===== src/rtl/hexplay_capture_pkg.sv =====
// ============================================================================
// hexplay_capture_pkg
// Shared widths and the output-register state type for hexplay_capture.
// Revision: 1.0
// ============================================================================
`default_nettype none

package hexplay_capture_pkg;

  localparam int NDIG    = 8;
  localparam int DIG_W   = 4;
  localparam int AN_W    = 3;
  localparam int FRAME_W = 32;

  typedef enum logic [0:0] {
    EMPTY = 1'b0,
    FULL  = 1'b1
  } out_state_t;

endpackage

`default_nettype wire


===== src/rtl/hexplay_capture_stable_filter.sv =====
// ============================================================================
// hexplay_stable_filter
// Input register plus run-length stability filter (HEXPLAY_CAPTURE_FILTER_EN).
// Revision: 1.0
// ============================================================================
`default_nettype none

module hexplay_stable_filter
  import hexplay_capture_pkg::*;
#(
  parameter int STABLE_CYCLES = 16
) (
  input  logic             clk,
  input  logic             rst_n,
  input  logic [AN_W-1:0]  an_in,
  input  logic [DIG_W-1:0] data_in,
  output logic             accept,
  output logic [AN_W-1:0]  acc_an,
  output logic [DIG_W-1:0] acc_data
);

  logic [AN_W-1:0]  a_q;
  logic [DIG_W-1:0] d_q;

  always_ff @(posedge clk) begin
    if (!rst_n) begin
      a_q <= '0;
      d_q <= '0;
    end else begin
      a_q <= an_in;
      d_q <= data_in;
    end
  end

`ifdef HEXPLAY_CAPTURE_FILTER_EN
  localparam logic [15:0] STABLE_LEN = 16'(STABLE_CYCLES);

  logic [15:0] run_len;
  logic [15:0] run_next;
  logic        changed;

  // Accept fires on the edge where the run length arrives at STABLE_LEN, so the
  // pair being registered on that edge is the one written.
  always_comb begin
    changed  = {an_in, data_in} != {a_q, d_q};
    run_next = run_len;
    if (changed)
      run_next = 16'd1;
    else if (run_len < STABLE_LEN)
      run_next = run_len + 16'd1;
    accept = (run_next == STABLE_LEN) && (changed || (run_len != STABLE_LEN));
  end

  always_ff @(posedge clk) begin
    if (!rst_n)
      run_len <= '0;
    else
      run_len <= run_next;
  end

  assign acc_an   = an_in;
  assign acc_data = data_in;
`else
  assign accept   = 1'b1;
  assign acc_an   = a_q;
  assign acc_data = d_q;
`endif

endmodule

`default_nettype wire


===== src/rtl/hexplay_capture.sv =====
// ============================================================================
// hexplay_capture
// Rebuilds a scanned hex-display bus into 32-bit frames on a valid/ready port.
// Stability filter enabled by macro HEXPLAY_CAPTURE_FILTER_EN.
// Revision: 1.0
// ============================================================================
`default_nettype none

module hexplay_capture
  import hexplay_capture_pkg::*;
#(
  parameter int STABLE_CYCLES = 16
) (
  input  logic               clk,
  input  logic               rst_n,
  input  logic [AN_W-1:0]    an_in,
  input  logic [DIG_W-1:0]   data_in,
  output logic [FRAME_W-1:0] frame_data,
  output logic               frame_valid,
  input  logic               frame_ready,
  output logic [NDIG-1:0]    digit_seen,
  output logic               overrun
);

  logic             accept;
  logic [AN_W-1:0]  acc_an;
  logic [DIG_W-1:0] acc_data;

  hexplay_stable_filter #(
    .STABLE_CYCLES (STABLE_CYCLES)
  ) u_filter (
    .clk      (clk),
    .rst_n    (rst_n),
    .an_in    (an_in),
    .data_in  (data_in),
    .accept   (accept),
    .acc_an   (acc_an),
    .acc_data (acc_data)
  );

  out_state_t         state, state_next;
  logic [FRAME_W-1:0] shadow, shadow_next, shadow_upd, frame_next;
  logic [NDIG-1:0]    seen_next, seen_upd;
  logic               overrun_next, complete;

  always_ff @(posedge clk) begin
    if (!rst_n) begin
      state      <= EMPTY;
      shadow     <= '0;
      digit_seen <= '0;
      frame_data <= '0;
      overrun    <= 1'b0;
    end else begin
      state      <= state_next;
      shadow     <= shadow_next;
      digit_seen <= seen_next;
      frame_data <= frame_next;
      overrun    <= overrun_next;
    end
  end

  // Completion sees the shadow including the nibble written on the same edge.
  always_comb begin
    shadow_upd = shadow;
    shadow_upd[{acc_an, 2'b00} +: DIG_W] = acc_data;
    seen_upd     = digit_seen | (8'(1) << acc_an);
    complete     = accept && (seen_upd == '1);
    shadow_next  = shadow;
    seen_next    = digit_seen;
    frame_next   = frame_data;
    state_next   = state;
    overrun_next = 1'b0;
    if (accept) begin
      shadow_next = shadow_upd;
      seen_next   = seen_upd;
    end
    case (state)
      EMPTY: begin
        if (complete) begin
          frame_next = shadow_upd;
          seen_next  = '0;
          state_next = FULL;
        end
      end
      FULL: begin
        if (complete) begin
          seen_next = '0;
          if (frame_ready)
            frame_next = shadow_upd;
          else
            overrun_next = 1'b1;
        end else if (frame_ready) begin
          state_next = EMPTY;
        end
      end
      default: state_next = EMPTY;
    endcase
  end

  assign frame_valid = (state == FULL);

endmodule

`default_nettype wire


===== config.mk =====
export PLATFORM = sky130hd
export DESIGN_NAME = hexplay_capture
export DESIGN_NICKNAME = d
export VERILOG_FILES = /design/src/rtl/hexplay_capture_pkg.sv /design/src/rtl/hexplay_capture_stable_filter.sv /design/src/rtl/hexplay_capture.sv
export SDC_FILE = /design/constraint.sdc
export NUM_CORES = 1
export LEC_CHECK = 0
export BUFFER_PORTS_ARGS = -buffer_cell sky130_fd_sc_hd__clkbuf_2
export CAP_MARGIN = 20
export CORE_ASPECT_RATIO = 0.9
export CORE_MARGIN = 3
export CORE_UTILIZATION = 41
export CTS_BUF_LIST = sky130_fd_sc_hd__clkbuf_4
export CTS_CLUSTER_SIZE = 16
export DETAILED_ROUTE_END_ITERATION = 10
export PLACE_DENSITY_LB_ADDON = 0.15
export RECOVER_POWER = 50
export SYNTH_ARGS = -nofsm -noshare
export SYNTH_HDL_FRONTEND = slang
export SYNTH_HIERARCHICAL = 1
export SYNTH_SLANG_ARGS = --single-unit

===== constraint.sdc =====
create_clock -name clk -period 3.2 [get_ports clk]
set_clock_uncertainty 0.15 [all_clocks]
set_input_delay 0.32 -clock clk [delete_from_list [all_inputs] [get_ports clk]]
set_output_delay 0.32 -clock clk [all_outputs]
set_load 0.1 [all_outputs]

==> results of run 1 <==
layout by cell type, fill, tap and decap left out, drive strengths merged, types with 2 or more instances in the layout:
master / n
or4: 2
o21ai: 16
mux2i: 52
clkinv: 4
a21oi: 7
and3: 17
and2b: 3
dlygate4sd3: 7
mux2: 16
buf: 9
nor4bb: 2
nor2b: 20
nor4b: 2
a21boi: 28
ha: 6
inv: 4
nor3b: 2
nor2: 10
dfxtp: 81
nand3: 16
clkbuf: 64
and2: 7
nand2: 63
a31oi: 3
o22ai: 2
layer usage:
metal	share of wire	vias to the layer above
met3	0.034	6
li1	-	1477
met4	0.0091	0
met5	0	-
met2	0.49	36
met1	0.47	1343
kinds of logic (layout without fill, tap and decap cells):
logic type / Yosys count / after routing
compound gates: 61 / 61
fa+ha+maj: 6 / 6
buf+inv: 37 / 90
flops: 81 / 81
mux: 68 / 68
other cells: 1 / 1
simple gates: 148 / 148
sequential cells by signal (all words and copies together), names as in the netlist:
name               flops
frame_data            32
shadow                32
digit_seen             8
u_filter/acc_data      4
u_filter/acc_an        3
frame_valid            1
overrun                1
critical path, stage by stage (launching register included):
cell and delay [ps]:
dfxtp_1 410, inv_1 110, ha_1 190, ha_1 350, o22ai_1 130, or4_1 440, or4_2 570, buf_4 280
mux2i_1 160
through the flow:
| step | area (sq um) | setup WS, ps |
|---|---|---|
| 2_1_floorplan | 3774 | 526.9 |
| 3_3_place_gp | 4086 | 424.7 |
| 3_5_place_dp | 4086 | 297.2 |
| 4_1_cts | 4290 | 267.2 |
| 5_1_grt | 4217 | 119.9 |
| 6_report | 4217 | 269.1 |
worst max path at each step:
| stage | from | endpoint | slack (ps) | cells past startpoint |
|---|---|---|---|---|
| floorplan | digit_seen[0]$_SDFFE_PP0P_ | frame_data[0]$_SDFFE_PN0P_ | 530 | 6 |
| detailed placement | u_filter/acc_an[0]$_SDFF_PN0_ | frame_data[25]$_SDFFE_PN0P_ | 300 | 8 |
| CTS | u_filter/acc_an[0]$_SDFF_PN0_ | frame_data[0]$_SDFFE_PN0P_ | 270 | 8 |
| finish | u_filter/acc_an[0]$_SDFF_PN0_ | frame_data[12]$_SDFFE_PN0P_ | 270 | 8 |
| global placement | u_filter/acc_an[0]$_SDFF_PN0_ | frame_data[18]$_SDFFE_PN0P_ | 420 | 8 |
| global route | u_filter/acc_an[0]$_SDFF_PN0_ | frame_data[0]$_SDFFE_PN0P_ | 120 | 8 |
layout make-up:
class | instances | area share
Clock buffer | 10 | 0.01780
Clock inverter | 6 | 0.01395
Timing Repair Buffer | 70 | 0.08635
Tap cell | 119 | 0.03531
Sequential cell | 81 | 0.3846
Inverter | 4 | 0.003561
Multi-Input combinational cell | 284 | 0.4585
power breakdown:
| part | total (uW) | leakage, uW | internal, uW | switching, uW |
|---|---|---|---|---|
| Clock | 590 | 0.0000715 | 242 | 348 |
| Combinational | 156 | 0.00114 | 55.9 | 99.9 |
| Sequential | 1040 | 0.000655 | 1020 | 21.8 |
==> results_dict.tcl, run 1 <==
set metrics [dict create \
    worstMarginPinSlew_ps 1173 \
    die_h_microns 97.02 \
    hold_viol_final 0 \
    cp_data_arrival_time_ps 3070 \
    status "finished clean" \
    synthMuxAreaShare 0.1857 \
    relSlewSlack 0.2214 \
    synth_cells 402 \
    grt_pass1_vias 2811 \
    power_uw 1787 \
    holdCritPathClass "input pin to flop" \
    route.vias.total 2862 \
    grtUsageMet3 0.04603 \
    synth_top_family_by_area "simple AND/OR/NAND/NOR gates" \
    ys_ff_latch 81 \
    fill_cells 902 \
    gp_congestion 0.8057 \
    r2r-start "u_filter/acc_an[0]$_SDFF_PN0_" \
    synth-edff-count 0 \
    synth-main-ff-cell "dfxtp_1" \
    grt.met1_usage 0.2069 \
    antenna_cells_inserted 0 \
    synth_area_leaders "dfxtp_1 43%, mux2i_1 14%, nand2_1 6.3%, a21boi_0 5.6%, mux2_2 4.8%" \
    worstHoldStart "rst_n" \
    row_count 32 \
    rsz0062_at_grt "no" \
    clk_latency_ps 420 \
    post_cts_buffers 0 \
    wl_microns 7899 \
    vias_per_cell 4.986 \
    synth_common_cells "81 x dfxtp_1, 63 x nand2_1, 52 x mux2i_1" \
    tns_ps 0 \
    ir_drop_mv 0.2638 \
    gr-total-overflow 0 \
    async_flop_share 0 \
    core_area_sq_um 8768 \
    synth_nets 418 \
    cts_resized 0 \
    place_inst 551 \
    synth_warnings 6 \
    syn_area_per_cell_sq_um 9.387 \
    antenna_found_initial 0 \
    syn_to_final_growth_pct 11.74 \
    multi_input_area_sq_um 1933 \
    synth_top_area_frac 0.4297 \
    synth_compound_area_frac 0.1068 \
    synth_area_sq_um 3774 \
    grt_usage 0.1619 \
    cts_tree "yes" \
    start_kind "flop" \
    clockRootBuffer "clkbuf_4" \
    drtIter0Drc 73 \
    ant_nets 0 \
    die_w_microns 107.1 \
    synth.most_common_cell "dfxtp_1" \
    fin_nets 466 \
    utilization 0.4809 \
    grt_max_degree 59 \
    critPathRequiredTime_ps 3340 \
    fin_crit_sh 0.9159 \
    synthXorXnorAreaFrac 0 \
    critPathKind "flop to flop" \
    ctsHoldBuffers 7 \
    routedWlPerCell_microns 13.76 \
    ys_seq_area_frac 0.4297 \
    p_per_area_nw_per_um2 423.8 \
    numCtsBuffers 9 \
    synthSimpleGateAreaFrac 0.2013 \
    clk_pin_slew_ps 130 \
    portBuffers 51 \
    ys_types 40 \
    setup_viol 0 \
    die_area_sq_um 10390 \
    drc 0 \
    r2r_slack_ps 270 \
    place_hpwl_microns 5201 \
    io_pins 52 \
    drt_pre_antenna_iters 4 \
    start_util 0.4304 \
    hold_depth 2 \
    seq_area_sq_um 1622 \
    holdPathEnd "u_filter/acc_data[0]$_SDFF_PN0_" \
    cap_violations 0 \
    period_minus_slack_ps 2931 \
    instances_no_fill 574 \
    yosysTopAreaCell "dfxtp_1" \
    reg2reg_depth 8 \
    grt.busiest_layer "met2" \
    clkSinkCount 81 \
    use_met2 0.2703 \
    clockBufferDepth 2 \
    timing.hold.ws_ps 117.5 \
    r2r-end "frame_data[12]$_SDFFE_PN0P_" \
    worstPathMaxFanout 24 \
    synth-adder-area-share 0.01989 \
    fmax_mhz 341.2 \
    endpoint_kind "flop" \
    htree_num_levels 3 \
    layout-drive-gt1-share 0.1187 \
    drv_slew 0 \
    grt_pass1_wl_microns 13610 \
    power_leakage_uw 0.001871 \
]
(Power assumes the default switching activity.)
==> inputs of run 2 (changes only) <==
- CORE_UTILIZATION: 41 -> 40
- REMOVE_ABC_BUFFERS: unset -> 1
==> run 2 against run 1 <==
Effect of this change:
- total power fell by 5.7%
- highest routed layer unchanged
- non-clock buffer count down 1
- sequential power hardly changed
- critical path type unchanged
- sequential cell count stayed put
- fmax increased by 1.2%
- clock-buffer cell count down 1
- largest cell class unchanged
- die area grew 2.4%
- final area shrank 1.3%
- critical path depth unchanged
- combinational power decreased by 4%
==> results_dict.tcl, run 2 (same netlist as run 1, synthesis figures left out) <==
set metrics [dict create \
    p_per_area_nw_per_um2 404.9 \
    core_area_sq_um 8889 \
    portBuffers 51 \
    start_util 0.4245 \
    ir_drop_mv 0.2004 \
    endpoint_kind "flop" \
    drv_slew 0 \
    vias_per_cell 4.859 \
    clk_latency_ps 420 \
    numCtsBuffers 9 \
    hold_viol_final 0 \
    ant_nets 0 \
    grt_pass1_wl_microns 12880 \
    layout-drive-gt1-share 0.1123 \
    mostFrequentLayoutCell "dfxtp_1" \
    wl_microns 7600 \
    critPathKind "flop to flop" \
    die_w_microns 108.4 \
    worstPathMaxFanout 19 \
    comb_power_share 0.089 \
    top_regs "frame_data (32), shadow (32), digit_seen (8)" \
    timing.hold.ws_ps 201.7 \
    clockRootBuffer "clkbuf_4" \
    route.vias.total 2784 \
    power_leakage_uw 0.001841 \
    fin_ws_ps 305.3 \
    critPathRequiredTime_ps 3350 \
    syn_to_final_growth_pct 10.25 \
    holdCritPathClass "input pin to flop" \
    gp_congestion 0.7472 \
    place_hpwl_microns 4935 \
    tns_ps 0 \
    drc 0 \
    gr-total-overflow 0 \
    internal-power_uw 1222 \
    fin_nets 465 \
    clockBufferDepth 2 \
    layout_common_cells "81 x dfxtp_1, 63 x nand2_1, 52 x mux2i_1, 47 x clkbuf_1, 28 x a21boi_0" \
    clk_pin_slew_ps 120 \
    utilization 0.4680 \
    clkSinkCount 81 \
    setup_viol 0 \
    grt_pass1_vias 2678 \
    routedWlPerCell_microns 13.26 \
    dpl_worst_slack_ps 360.0 \
    cts_tree "yes" \
    relSlewSlack 0.2219 \
    antenna_found_initial 0 \
    htree_num_levels 3 \
    row_count 32 \
    power_uw 1684 \
    worstMarginPinSlew_ps 1172 \
    r2r_slack_ps 310 \
    die_area_sq_um 10640 \
    fmax_mhz 345.5 \
    grt_usage 0.1507 \
    rsz0062_at_grt "no" \
    cap_violations 0 \
    die_h_microns 98.15 \
    p_sw_uw 462.1 \
    drt_pre_antenna_iters 4 \
    drtIter0Drc 135 \
    fin_crit_sh 0.9046 \
    period_minus_slack_ps 2895 \
    grt_max_degree 68 \
    cts_resized 0 \
    fill_cells 935 \
    cp_data_arrival_time_ps 3040 \
    status "finished clean" \
    sw_frac_of_total 0.2743 \
    start_kind "flop" \
    seq_power_share 0.618 \
    clockPowerShare 0.293 \
    io_pins 52 \
    antenna_cells_inserted 0 \
]
## run 2: worst paths after layout
check / start / to / cells after the start
worst max-delay path: u_filter/acc_an[0]$_SDFF_PN0_ / frame_data[29]$_SDFFE_PN0P_ / 8
worst min-delay path: frame_ready / frame_valid$_SDFF_PN0_ / 3
worst max register to register: u_filter/acc_an[0]$_SDFF_PN0_ / frame_data[29]$_SDFFE_PN0P_ / 8
worst min register to register: frame_data[4]$_SDFFE_PN0P_ / frame_data[4]$_SDFFE_PN0P_ / 2
## run 2: worst max-delay path: stages, from the launching register on
cell     delay [ps]
dfxtp_1         410
inv_1           120
ha_1            180
ha_1            350
o22ai_1         120
or4_1           440
or4_2           580
buf_4           260
mux2i_1         150
## run 2: metrics by stage
stage / area [sq um] / cells
finish: 4160 / 573
global route: 4160 / 573
CTS: 4254 / 573
detailed placement: 4079 / 550
global placement: 4079 / 550
floorplan: 3578 / 369
## run 2: area by class of cell
class                   instances  area (sq um)  area share
flip-flops and latches         81          1622      0.3898
well taps                     119         148.9     0.03579
clock buffers                   9         67.56     0.01624
multi-input cells             284          1933      0.4647
inverters                       4         15.01    0.003609
clock inverters                 7         37.54    0.009023
repair buffers                 69         336.6     0.08090
## run 2: repair_timing
action	CTS	global route
hold endpoints to repair	7	0
buffers inserted	0	0
hold buffers	7	0
## run 2: power by group through the flow
stage               Sequential (uW)  Combinational, uW  Clock [uW]
floorplan                      1080               72.1           0
global placement               1060                145           0
detailed placement             1060                147           0
CTS                            1040                155         517
global route                   1040                165         556
finish                         1040                150         493
## run 2: metal layers
layer / share of wire / vias up / track usage / routed length, microns
met4: 0.010 / 0 / 0.04854 / 77
li1: - / 1466 / - / -
met5: 0 / - / 0 / 0
met1: 0.50 / 1261 / 0.2033 / 3837
met3: 0.043 / 6 / 0.04362 / 327
met2: 0.44 / 51 / 0.2323 / 3358
